### config.mk
export PLATFORM = sky130hd
export DESIGN_NAME = alu_cmd_sequencer
export DESIGN_NICKNAME = d
export VERILOG_FILES = /design/src/rtl/alu_pkg.sv /design/src/rtl/alu_cmd_fifo.sv /design/src/rtl/alu_cmd_sequencer.sv
export SDC_FILE = /design/constraint.sdc
export NUM_CORES = 1
export LEC_CHECK = 0
export CORE_MARGIN = 4
export CORE_UTILIZATION = 32
export CTS_CLUSTER_DIAMETER = 60
export DETAILED_ROUTE_END_ITERATION = 8
export PLACE_DENSITY_LB_ADDON = 0.05
export SYNTH_ARGS = -nofsm -noshare
export SYNTH_HDL_FRONTEND = slang
export SYNTH_HIERARCHICAL = 1
export SYNTH_SLANG_ARGS = --single-unit
### constraint.sdc
create_clock -name clk -period 5.15 [get_ports clk]
set_clock_uncertainty 0.2 [all_clocks]
set_input_delay 1.2875 -clock clk [delete_from_list [all_inputs] [get_ports clk]]
set_output_delay 1.2875 -clock clk [all_outputs]
set_load 0.01 [all_outputs]
### src/rtl/alu_pkg.sv
// Shared types for the ALU command sequencer: opcodes, response status,
// command record and the legal-opcode check.
package alu_pkg;

    typedef enum logic [3:0] {
        OP_NOP = 4'd0,
        OP_ADD = 4'd1,
        OP_SUB = 4'd2,
        OP_XOR = 4'd3,
        OP_MUL = 4'd4,
        OP_AND = 4'd5
    } op_e;

    typedef enum logic [1:0] {
        ST_OK      = 2'b00,
        ST_TIMEOUT = 2'b01,
        ST_ILLEGAL = 2'b10
    } status_e;

    typedef struct packed {
        logic [3:0]  op;
        logic [15:0] a;
        logic [15:0] b;
    } alu_cmd_t;

    // Codes above OP_AND (including the ALU display codes) are never driven.
    function automatic logic is_legal_op(input logic [3:0] op);
        return op <= OP_AND;
    endfunction

endpackage

### src/rtl/alu_cmd_fifo.sv
// Command FIFO: power-of-2 depth, wrapping pointers plus an occupancy count.
// ready is registered from the next count, so a pop never frees a slot early.
module alu_cmd_fifo
    import alu_pkg::*;
#(
    parameter int DEPTH = 4
) (
    input  logic     clk,
    input  logic     reset_p,
    input  logic     push,
    input  logic     pop,
    input  alu_cmd_t wdata,
    output alu_cmd_t rdata,
    output logic     empty,
    output logic     ready
);

    localparam int AW = $clog2(DEPTH);
    localparam logic [AW:0] FULL_CNT = (AW+1)'(DEPTH);

    alu_cmd_t       mem [DEPTH];
    logic [AW-1:0]  wr_ptr;
    logic [AW-1:0]  rd_ptr;
    logic [AW:0]    count;
    logic [AW:0]    count_next;
    logic           do_push;
    logic           do_pop;

    assign do_push = push && ready;
    assign do_pop  = pop && (count != '0);
    assign empty   = (count == '0);
    assign rdata   = mem[rd_ptr];

    always_comb begin
        count_next = count;
        if (do_push && !do_pop)
            count_next = count + (AW+1)'(1);
        else if (!do_push && do_pop)
            count_next = count - (AW+1)'(1);
    end

    always_ff @(posedge clk or posedge reset_p) begin
        if (reset_p) begin
            wr_ptr <= '0;
            rd_ptr <= '0;
            count  <= '0;
            ready  <= 1'b0;
        end else begin
            if (do_push)
                wr_ptr <= wr_ptr + AW'(1);
            if (do_pop)
                rd_ptr <= rd_ptr + AW'(1);
            count <= count_next;
            ready <= (count_next != FULL_CNT);
        end
    end

    always_ff @(posedge clk) begin
        if (do_push)
            mem[wr_ptr] <= wdata;
    end

endmodule

### src/rtl/alu_cmd_sequencer.sv
// Upstream command stage for little_alu: queues commands, issues them one at a
// time, waits for end_op (with a timeout) and returns a tagged response.
//
// state   | meaning
// IDLE    | waiting for a queued command; pops it when one is present
// ISSUE   | start_op high, op_sel/A/B stable, timeout down-counter running
// RESP    | rsp_valid high, response held until rsp_ready
module alu_cmd_sequencer
    import alu_pkg::*;
#(
    parameter int DEPTH   = 4,
    parameter int TIMEOUT = 16
) (
    input  logic        clk,
    input  logic        reset_p,
    input  logic        cmd_valid,
    output logic        cmd_ready,
    input  logic [3:0]  cmd_op,
    input  logic [15:0] cmd_a,
    input  logic [15:0] cmd_b,
    output logic        start_op,
    output logic [3:0]  op_sel,
    output logic [15:0] A,
    output logic [15:0] B,
    input  logic        end_op,
    input  logic [31:0] result,
    output logic        rsp_valid,
    input  logic        rsp_ready,
    output logic [31:0] rsp_data,
    output logic [3:0]  rsp_op,
    output logic [1:0]  rsp_status,
    output logic        busy
);

    localparam int CW = (TIMEOUT > 1) ? $clog2(TIMEOUT) : 1;

    typedef enum logic [1:0] {
        S_IDLE  = 2'd0,
        S_ISSUE = 2'd1,
        S_RESP  = 2'd2
    } state_e;

    state_e        state;
    logic [CW-1:0] tmr;
    alu_cmd_t      cmd_in;
    alu_cmd_t      head;
    logic          fifo_empty;
    logic          pop;

    assign cmd_in = '{op: cmd_op, a: cmd_a, b: cmd_b};
    assign pop    = (state == S_IDLE) && !fifo_empty;
    assign busy   = (state != S_IDLE) || !fifo_empty;

    alu_cmd_fifo #(.DEPTH(DEPTH)) u_fifo (
        .clk     (clk),
        .reset_p (reset_p),
        .push    (cmd_valid),
        .pop     (pop),
        .wdata   (cmd_in),
        .rdata   (head),
        .empty   (fifo_empty),
        .ready   (cmd_ready)
    );

    // Timer counts down from TIMEOUT-1; reaching zero without end_op aborts.
    always_ff @(posedge clk or posedge reset_p) begin
        if (reset_p) begin
            state      <= S_IDLE;
            tmr        <= '0;
            start_op   <= 1'b0;
            op_sel     <= '0;
            A          <= '0;
            B          <= '0;
            rsp_valid  <= 1'b0;
            rsp_data   <= '0;
            rsp_op     <= '0;
            rsp_status <= ST_OK;
        end else begin
            case (state)
                S_IDLE: begin
                    if (!fifo_empty) begin
                        if (is_legal_op(head.op) && head.op != OP_NOP) begin
                            op_sel   <= head.op;
                            A        <= head.a;
                            B        <= head.b;
                            tmr      <= CW'(TIMEOUT - 1);
                            start_op <= 1'b1;
                            state    <= S_ISSUE;
                        end else begin
                            rsp_data   <= '0;
                            rsp_op     <= head.op;
                            rsp_status <= is_legal_op(head.op) ? ST_OK : ST_ILLEGAL;
                            rsp_valid  <= 1'b1;
                            state      <= S_RESP;
                        end
                    end
                end
                S_ISSUE: begin
                    if (end_op) begin
                        rsp_data   <= result;
                        rsp_op     <= op_sel;
                        rsp_status <= ST_OK;
                        start_op   <= 1'b0;
                        rsp_valid  <= 1'b1;
                        state      <= S_RESP;
                    end else if (tmr == '0) begin
                        rsp_data   <= '0;
                        rsp_op     <= op_sel;
                        rsp_status <= ST_TIMEOUT;
                        start_op   <= 1'b0;
                        rsp_valid  <= 1'b1;
                        state      <= S_RESP;
                    end else begin
                        tmr <= tmr - CW'(1);
                    end
                end
                S_RESP: begin
                    if (rsp_ready) begin
                        rsp_valid <= 1'b0;
                        state     <= S_IDLE;
                    end
                end
                default: state <= S_IDLE;
            endcase
        end
    end

endmodule
==> summary.txt, run 1 <==
Clock network
  • TritonCTS clock tree: yes
  • Clock latency on the worst-skew pair: 0.51 ns
  • Root Buffer: clkbuf_16
  • TritonCTS Sinks: between 200 and 250
  • Worst-path clk slew: roughly 0.06 ns
  • H-tree Lvls: 1
  • Cts repair resizes: 0
  • Setup Buffers After CTS: 0
  • # hold bufs at CTS: 0
  • TritonCTS buffer count: 27
  • Largest buffer count on any clock path: 3

Global routing
  • Vias in the first global route: just over 5,000
  • Global Route Usage Sum: 12.6%
  • Largest net degree at the start of global routing: 83
  • Total gr overflow: 0
  • Initial antenna violation count: 1
  • First-pass GRT wire length: ~31,000 um

Floorplanning
  • Initial Utilization: approximately a third
  • Core ar.: roughly 0.028 mm^2
  • Die width: ~180 um
  • Die Ht: between 150 and 200 um
  • Die area: ~0.031 mm^2
  • Core Rows: 61
  • Ports: 151

STA
  • Final worst path period share: between 70% and 80%
  • Final setup violation count: 0
  • Tmin final: around 3.7 ns
  • Unrepaired setup endpoints after global routing: no
  • Slew @ Worst Pin: 1.32 ns
  • Max Clk Rate: 0.270 GHz
  • Hold Violations, Final: 0
  • Pins Over Slew Limit: 0
  • Rel. slew slack: about an eighth
  • Setup_tns: 0 ns

Synth
  • Mean Syn Cell Area: 20.0 um^2
  • Multiplexer share of the synthesized area: 15.8%
  • Post-Synthesis Cells: 455
  • XOR/XNOR Fraction of Synth Area: 0.385%
  • Synthesized cell area: between 0.009 and 0.01 mm^2
  • Netlist cell types: 49
  • Seq/Total Area, Yosys: around 72%
  • Yosys top cell area share: 47.5%
  • Area share of fa/ha/maj cells after synthesis: under 10%
  • Synthesis warning total: 6
  • Largest family of logic cells by synthesized area: multiplexers
  • Post-synthesis simple-gate area fraction: approximately 2.8%
  • Synth area leaders: edfxtp_1 (48%), dfrtp_1 (25%), mux4_2 (8.9%)
  • Post-Syn Nets: 536
  • Synthesized flop and latch total: 234
  • Cell taking the most area after synthesis: edfxtp_1
  • Compound-Gate Fraction of Synth Area: 5.27%

Detailed routing
  • Post-DRT Antenna Nets: 0
  • DRT iter0 DRCs: 168
  • Vias/cell: between 4 and 5
  • Vias: 4,721
  • Routed wire per std cell: between 15 and 20 um
  • DRC Markers: 0
  • WL final: approximately 20,000 um
  • Pre-antenna DRT Iters: 4

Layout
  • Layout fillers: 2,546
  • Share of post-route cells with drive strength above 1: a little under a quarter
  • Most common cell after layout, fill and taps aside: clkdlybuf4s50_1
  • ANT cells: 0
  • Area Overhead vs Synth: 30.5%
  • Post-Layout Cell Count: 1,015
  • Design Area, Final: ~0.012 mm^2
  • Nets: 698
  • Most frequent cells in the layout: clkdlybuf4s50_1 (150), edfxtp_1 (144), dfrtp_1 (88)

Worst setup path
  • Reg2reg path depth: 7
  • Setup crit end kind: output port
  • Crit start category: flip-flop
  • CP Class: flip-flop to output port
  • Worst Path Max Fanout: 6
  • Crit Reg-Reg Startpoint: u_fifo/rd_ptr[1]
  • FF-to-FF End: rsp_status[0]
  • Crit path DAT: between 2 and 2.5 ns
  • Reg2reg setup slack: 1.80 ns
  • WP data required: around 3.7 ns

Worst hold path
  • Min-Delay Path Depth: 1
  • Worst hold start: rsp_data[0]
  • WHS Endpoint: rsp_data[0]
  • HP Class: flip-flop to flip-flop

Pwr
  • VDD IR-drop max: 0.262 mV
  • Power per Cell Area: 625 mW/mm^2
  • Static Leak: 4.44 nW

Placement
  • Gpl congestion: 0.735
  • HPWL Detailed: approximately 12,000 um
  • Port Buffers: 150
  • Placed cells: just under 1,000
  • Dpl cell area: between 0.01 and 0.015 mm^2

Run
  • Max-cap violation count: 0

Run status
  • Status: complete, no violations
-- critical path, cell delays in order, from the launching register on --
cell and delay, ns:
dfrtp_1 0.42, inv_1 0.10, ha_1 0.24, nand2b_1 0.20, inv_1 0.12, nand2_1 0.10, clkdlybuf4s50_1 0.53
-- worst max-delay path by stage --
stage                    startpoint            to  slack (ns)  depth (start not counted)
floorplan                   reset_p          A[0]        1.55                          1
global placement             end_op  rsp_data[10]        1.70                          4
detailed placement           end_op   rsp_data[8]        1.61                          4
CTS                 u_fifo/count[0]          busy        1.41                          6
global route        u_fifo/count[0]          busy        1.31                          6
finish              u_fifo/count[0]          busy        1.44                          6
-- state kept, by name, indices dropped and copies added, names as in the netlist, 2 cells and up --
| name | cells |
|---|---|
| rsp_data | 32 |
| A | 16 |
| u_fifo/rd_ptr | 2 |
| op_sel | 4 |
| B | 16 |
| u_fifo/count | 3 |
| rsp_op | 4 |
| u_fifo/wr_ptr | 2 |
| tmr | 4 |
| rsp_status | 2 |
| state | 2 |
| u_fifo/mem | 144 |
-- cell type report --
cell class                 count  area [um^2]  area share [%]
clock inverter                20          249            2.10
timing repair buffer         153         1520            12.8
clock buffer                  29          683            5.76
inverter                      13         51.3           0.432
tap                          378          473            3.98
sequential                   234         6580            55.4
multi-input combinational    188         2310            19.4
-- stage by stage --
stage / total power [mW] / setup slack, ns / util (%) / hold slack [ns]
floorplan: 4.53 / 1.55 / - / 0.269
global placement: 5.49 / 1.70 / 39.2 / 0.281
detailed placement: 5.53 / 1.61 / 39.2 / 0.280
CTS: 7.57 / 1.41 / 42.5 / 0.302
global route: 7.86 / 1.31 / 42.5 / 0.309
finish: 7.42 / 1.44 / 42.5 / 0.299
-- power by group --
group	internal [mW]	switching (mW)	total (mW)
sequential	2.57	0.275	2.84
clock	1.25	0.735	1.99
combinational	1.44	1.15	2.59
total	5.26	2.16	7.42
-- synthesized netlist by cell type (all sizes together) --
cell type and instances:
o21bai 1, and3 6, xnor2 3, or3 1
ha 8, nor2 2, and2 2, nand2 10
a22o 32, mux2 44, o211ai 1, o2bb2ai 1
nor3 4, or4 1, nor2b 3, edfxtp 144
o21a 1, xor2 1, o221ai 1, o31a 1
o311a 1, nor3b 1, nand2b 3, nand3 2
nand4 1, o311ai 1, a211o 2, o21ai 6
a21oi 7, buf 17, o22ai 1, nand3b 1
nor4b 2, inv 13, clkbuf 3, dfrtp 90
mux4 36, or2 1
-- cell families (layout without fill, tap and decap cells) --
family / count (synthesis) / after routing
multiplexers: 80 / 80
flip-flops: 234 / 234
AND/OR/NAND/NOR: 40 / 40
AO/OA/AOI/OAI: 56 / 56
adder cells (fa/ha/maj): 8 / 8
XOR/XNOR: 4 / 4
buffers and inverters: 33 / 215
-- routing by layer --
metal  wire length [um]  vias to the layer above  global-route usage (%)  share of wire (%)
met5                 13                        -                       0              0.066
met4                400                        2                    3.42                2.0
met3               1340                       31                    3.25                6.8
met2               9260                      139                    20.3                 47
met1               8660                     2427                    16.9                 44
li1                   -                     2122                       -                  -
Note: power is estimated with default switching activity, not from simulation.
==> run 2: changes to the inputs <==
Clock period 5.15 ns to 3.45 ns, I/O delays scaled along.
==> summary.txt, run 2 (synthesis results as in run 1) <==
Run status
  • Status: complete, no violations (unchanged)

Clock network
  • TritonCTS Sinks: 234 (unchanged)
  • Largest buffer count on any clock path: 3 (unchanged)
  • TritonCTS clock tree: yes (unchanged)
  • Setup Buffers After CTS: 0 (unchanged)
  • Clock latency on the worst-skew pair: 0.51 ns (about the same)
  • # hold bufs at CTS: 0 (unchanged)
  • Cts repair resizes: 0 (unchanged)
  • H-tree Lvls: 1 (unchanged)
  • Root Buffer: clkbuf_16 (unchanged)
  • Worst-path clk slew: 0.06 ns (about the same)
  • TritonCTS buffer count: 27 (unchanged)

Floorplanning
  • Initial Utilization: 32.6% (unchanged)
  • Ports: 151 (unchanged)
  • Die width: 177 um (unchanged)
  • Core ar.: 0.0279 mm^2 (unchanged)
  • Die area: 0.0312 mm^2 (unchanged)
  • Die Ht: 177 um (unchanged)
  • Core Rows: 61 (unchanged)

Pwr
  • Static Leak: 4.43 nW (was 4.44 nW)
  • Gate power share: 36.6% (was 34.9%)
  • Clk pwr share: 23.5% (was 26.8%)
  • Int Power: 7.54 mW (was 5.26 mW)
  • Power per Cell Area: 905 mW/mm^2 (was 625 mW/mm^2)
  • Sw power: 3.20 mW (was 2.16 mW)
  • VDD IR-drop max: 0.327 mV (was 0.262 mV)
  • Seq pwr share: 40.0% (was 38.3%)
  • Switching share of power: 29.8% (was 29.1%)

STA
  • Final setup violation count: 0 (unchanged)
  • Setup_tns: 0 ns (unchanged)
  • Pins Over Slew Limit: 0 (unchanged)
  • Max Clk Rate: just over 0.3 GHz
  • WHS: 0.297 ns (was 0.299 ns)
  • Rel. slew slack: 65.4% (was 12.0%)
  • Unrepaired setup endpoints after global routing: no (unchanged)
  • Slew @ Worst Pin: 0.519 ns (was 1.32 ns)
  • Tmin final: between 3 and 4 ns
  • Hold Violations, Final: 0 (unchanged)
  • Final worst path period share: around 96%

Placement
  • Dpl cell area: 0.0111 mm^2 (was 0.0109 mm^2)
  • Port Buffers: 150 (unchanged)
  • Gpl congestion: 0.694 (was 0.735)
  • HPWL Detailed: 12,600 um (was 12,100 um)

Global routing
  • Global Route Usage Sum: 12.8% (was 12.6%)
  • Vias in the first global route: 5,195 (was 5,155)
  • Largest net degree at the start of global routing: 61 (was 83)
  • First-pass GRT wire length: 30,900 um (was 30,700 um)
  • Total gr overflow: 0 (unchanged)
  • Initial antenna violation count: 2 (was 1)

Detailed routing
  • Vias: 4,787 (was 4,721)
  • Routed wire per std cell: 19.5 um (was 19.4 um)
  • Pre-antenna DRT Iters: 4 (unchanged)
  • WL final: 20,000 um (was 19,700 um)
  • DRT iter0 DRCs: 245 (was 168)
  • Post-DRT Antenna Nets: 0 (unchanged)
  • Vias/cell: 4.67 (was 4.65)
  • DRC Markers: 0 (unchanged)

Run
  • Max-cap violation count: 0 (unchanged)

Layout
  • ANT cells: 0 (unchanged)
  • Largest register FFs: 144 (unchanged)
  • Top reg by flops: u_fifo/mem (unchanged)
  • Largest regs: u_fifo/mem: 144 flops, rsp_data: 32 flops (unchanged)
  • Area of the multi-input gates: 0.00231 mm^2 (unchanged)
  • Share of post-route cells with drive strength above 1: 22.6% (was 23.1%)
  • Area Overhead vs Synth: 30.6% (was 30.5%)
  • Most common cell after layout, fill and taps aside: clkdlybuf4s50_1 (unchanged)
  • Nets: 706 (was 698)
  • Layout fillers: 2,549 (was 2,546)
  • Register cell area after layout: 0.00658 mm^2 (unchanged)
  • Design Area, Final: 0.0119 mm^2 (about the same)
  • Most frequent cells in the layout: clkdlybuf4s50_1 (150), edfxtp_1 (144), dfrtp_1 (88) (unchanged)

Worst setup path
  • Worst Path Max Fanout: 6 (unchanged)
  • Setup crit end kind: output port (unchanged)
  • Reg2reg setup slack: 0.50 ns (was 1.80 ns)
  • Crit path DAT: 2.24 ns (was 2.22 ns)
  • Crit path cell chain: inv_1, ha_1, nand2b_1, inv_1, nand2_1, clkdlybuf4s50_1 (unchanged)
  • Reg2reg path depth: 6 (was 7)
  • WP data required: 2.39 ns (was 3.66 ns)
  • Critical path's slowest cell: clkdlybuf4s50_1 (unchanged)
  • WP buf/inv: 3 (unchanged)
  • Critical path's top delay family: buffers and inverters (unchanged)
  • Slowest stage delay, CP: 0.55 ns (was 0.53 ns)
  • WP depth: 6 (unchanged)
  • Crit start category: flip-flop (unchanged)
  • FF-to-FF End: rsp_data[8] (was rsp_status[0])
  • Crit path top cell by count: inv_1 (unchanged)
  • CP Class: flip-flop to output port (unchanged)
  • Worst setup startpoint: u_fifo/count[0] (unchanged)
  • Worst Setup EP: busy (unchanged)
  • Crit Reg-Reg Startpoint: u_fifo/rd_ptr[0] (was u_fifo/rd_ptr[1])

Worst hold path
  • HP Class: flip-flop to flip-flop (unchanged)
run 2: changes by cell type in the layout (fill, tap and decap cells not counted), sizes merged:
cell    delta
inv        +1
buf        +8
clkbuf     +9
bufinv     -6
clkinv     -3
run 2: power by group through the flow:
| stage | Combinational (mW) | Clock, mW | Sequential (mW) |
|---|---|---|---|
| after floorplan | 2.40 | 0 | 4.36 |
| after global placement | 3.98 | 0 | 4.35 |
| after detailed placement | 4.02 | 0 | 4.37 |
| after CTS | 4.05 | 2.62 | 4.32 |
| after global routing | 4.24 | 2.75 | 4.40 |
| final | 3.93 | 2.52 | 4.29 |
run 2: layout make-up:
class	count	share of cell area [%]
flip-flops and latches	234	55.4
multi-input cells	188	19.4
repair buffers	161	14.1
clock buffers	38	6.12
well taps	378	3.98
clock inverters	12	0.537
inverters	13	0.432
run 2: worst reg2reg max path: cells and delay by family (launching register included):
kind	cells	cell delay [ns]
AO/OA/AOI/OAI	4	1.20
flip-flops	1	0.62
buffers and inverters	1	0.25
multiplexers	1	0.62
run 2: worst min-delay path by stage:
| stage | depth (start not counted) | slack (ns) | startpoint | endpoint |
|---|---|---|---|---|
| floorplan | 1 | 0.27 | tmr[0] | tmr[0] |
| global placement | 1 | 0.28 | rsp_data[17] | rsp_data[17] |
| detailed placement | 1 | 0.28 | rsp_data[16] | rsp_data[16] |
| CTS | 1 | 0.30 | rsp_data[25] | rsp_data[25] |
| global route | 1 | 0.31 | rsp_data[25] | rsp_data[25] |
| finish | 1 | 0.30 | rsp_data[4] | rsp_data[4] |
run 2: routing by layer:
metal | vias to the layer above | GRT usage (%) | part of all wire [%]
li1 | 2146 | - | -
met1 | 2446 | 16.2 | 42
met2 | 150 | 22.2 | 49
met3 | 41 | 3.10 | 6.0
met4 | 4 | 3.29 | 2.4
met5 | - | 0 | 0.11
run 2: stage by stage:
step           total power, mW  setup slack, ns  std cells  utilization [%]
6_report                  10.7            0.149       1024             42.5
5_1_grt                   11.4          0.00571       1024             42.5
4_1_cts                   11.0            0.103       1024             42.5
3_5_place_dp              8.39            0.471        974             39.7
3_3_place_gp              8.32            0.499        974             39.7
2_1_floorplan             6.76            0.279        455                -
==> variant (flow settings as in run 2) <==
Reset style: synchronous (`reset_p`), changed in 2 clocked blocks.
--- a/src/rtl/alu_cmd_fifo.sv
+++ b/src/rtl/alu_cmd_fifo.sv
@@ -41,3 +41,3 @@
 
-    always_ff @(posedge clk or posedge reset_p) begin
+    always_ff @(posedge clk) begin
         if (reset_p) begin
--- a/src/rtl/alu_cmd_sequencer.sv
+++ b/src/rtl/alu_cmd_sequencer.sv
@@ -65,3 +65,3 @@
     // Timer counts down from TIMEOUT-1; reaching zero without end_op aborts.
-    always_ff @(posedge clk or posedge reset_p) begin
+    always_ff @(posedge clk) begin
         if (reset_p) begin
Behaviour: differs if reset_p is asserted again (counterexample within 4 cycles, from zero or initial values and one cycle with reset_p high); with reset_p held inactive, the same outputs for 4 cycles.
==> variant against run 2 <==
Via count is 7.1% higher. Count of clock-buffer cells in the layout is 3 lower. Worst setup slack better by 0.24 ns. Largest cell class unchanged. Sequential cell count is 2 higher. Synthesized area is 5.7% lower. Wire length is 1.0% lower. Non-clock buffer count is 9 higher. Cell area is 3.2% lower.
Power is not compared: it rests on default switching activity, and its combinational part moved more than twofold at a synthesized area within 25%.
==> variant: results (changes against run 2) <==
* Result of the run: complete, no violations
* Syn Nets at 626 (+17%)
* Placer congestion estimate at 0.766 (+10%)
* Total global routing track utilization at 13.2% (+0.45 points)
* Endpoint of the worst register-to-register path: rsp_data[21]
* Sequential share of the synthesized area at 71.9% (-0.43 points)
* Total placed cells including tap cells at 1019 (+4.6%)
* Number of global-route vias before repair at 5412 (+4.2%)
* Clock insertion delay at the later pin of the skew report at 0.54 ns (+0.03 ns)
* Distinct cell type count of the synthesized netlist at 44 (-10%)
* Worst R2R Path Depth at 5 (-1)
* Iter 0 DRT Violations at 191 (-22%)
* Routed wire length at 19800 um (-1.0%)
* Instance area at placement at 10500 um^2 (-5.1%)
* Largest cells by area after synthesis: edfxtp_1 (50%), dfxtp_1 (21%), mux4_2 (9.5%)
* Reg2reg setup slack at 0.58 ns (+0.08 ns)
* Worst Hold Path Cells at 2 (+1)
* DR WL/cell at 18.5 um (-5.6%)
* Met1 GRT Util at 17.9% (+1.8 points)
* Routed vias/inst at 4.78 (+2.2%)
* Detailed Place HPWL at 12900 um (+2.2%)
* List of most frequent post-synthesis cells: edfxtp_1 (144), dfxtp_1 (92), nand2_1 (76), a21oi_1 (43), mux4_2 (36)
* Met2 Usage GRT at 21.7% (-0.51 points)
* Proportion of synthesized flip-flops having asynchronous set or reset at 0% (-38 points)
* Biggest fanout along the worst timing path at 5 (-1)
* Destination of the worst hold path: A[15]
* Fraction of layout instances using a drive strength above 1 at 16.3% (-6.3 points)
* Met3 track demand over resource in global routing at 3.03% (-0.071 points)
* Beginning of the worst hold path: A[15]
==> variant: changes by cell type in the layout (fill, tap and decap cells not counted), sizes merged, moves of 36 or more <==
cell and delta:
dfrtp -90, a21oi +36, dfxtp +92, nand2 +67
mux2 -44
==> variant: cell families (layout without fill, tap and decap cells) <==
group / Yosys count / count (layout) / share of synthesized area, %
xor+xnor: 7 / 7 / 0.715
fa+ha+maj: 9 / 9 / 1.30
compound gates: 94 / 94 / 7.67
flops: 236 / 236 / 71.9
simple gates: 119 / 119 / 6.11
mux: 41 / 41 / 10.0
buf+inv: 39 / 232 / 2.30
==> variant: layer usage <==
layer	wire length (um)	share of wire [%]
met1	9210	46
met2	9000	45
met3	1100	5.5
met4	484	2.4
met5	13	0.066
==> variant: final cells by class <==
cell class / count / area (um^2)
fill: 2385 / 14700
clock buffer: 35 / 792
clock inverter: 19 / 188
tap: 335 / 419
timing repair buffer: 170 / 1670
sequential: 236 / 6170
multi-input combinational: 270 / 2230
inverter: 8 / 30.0
==> variant: critical path: stages, from the launching register on <==
cell,delay [ns]
dfxtp_1,0.39
inv_1,0.08
ha_1,0.19
nor2b_2,0.18
nand2_1,0.07
clkdlybuf4s50_1,0.57
==> variant: worst max-delay path by stage <==
stage                    startpoint             to  slack, ns  cells after the start
global placement             end_op   rsp_data[23]       0.48                      6
CTS                 u_fifo/count[0]           busy       0.35                      5
detailed placement           end_op   rsp_data[21]       0.44                      6
floorplan                  register  rsp_status[1]       0.53                      9
global route        u_fifo/count[0]           busy       0.29                      5
finish              u_fifo/count[0]           busy       0.39                      5
==> variant: metrics by stage <==
step	hold WS, ns	worst slack (ns)
after floorplan	0.261	0.528
after global placement	0.246	0.477
after detailed placement	0.249	0.441
after CTS	0.257	0.351
after global routing	0.273	0.289
final	0.252	0.389
==> variant: power by group <==
group / internal, mW / switching [mW] / total (mW)
clock: 1.86 / 1.16 / 3.02
sequential: 3.31 / 0.180 / 3.49
combinational: 0.943 / 0.987 / 1.93
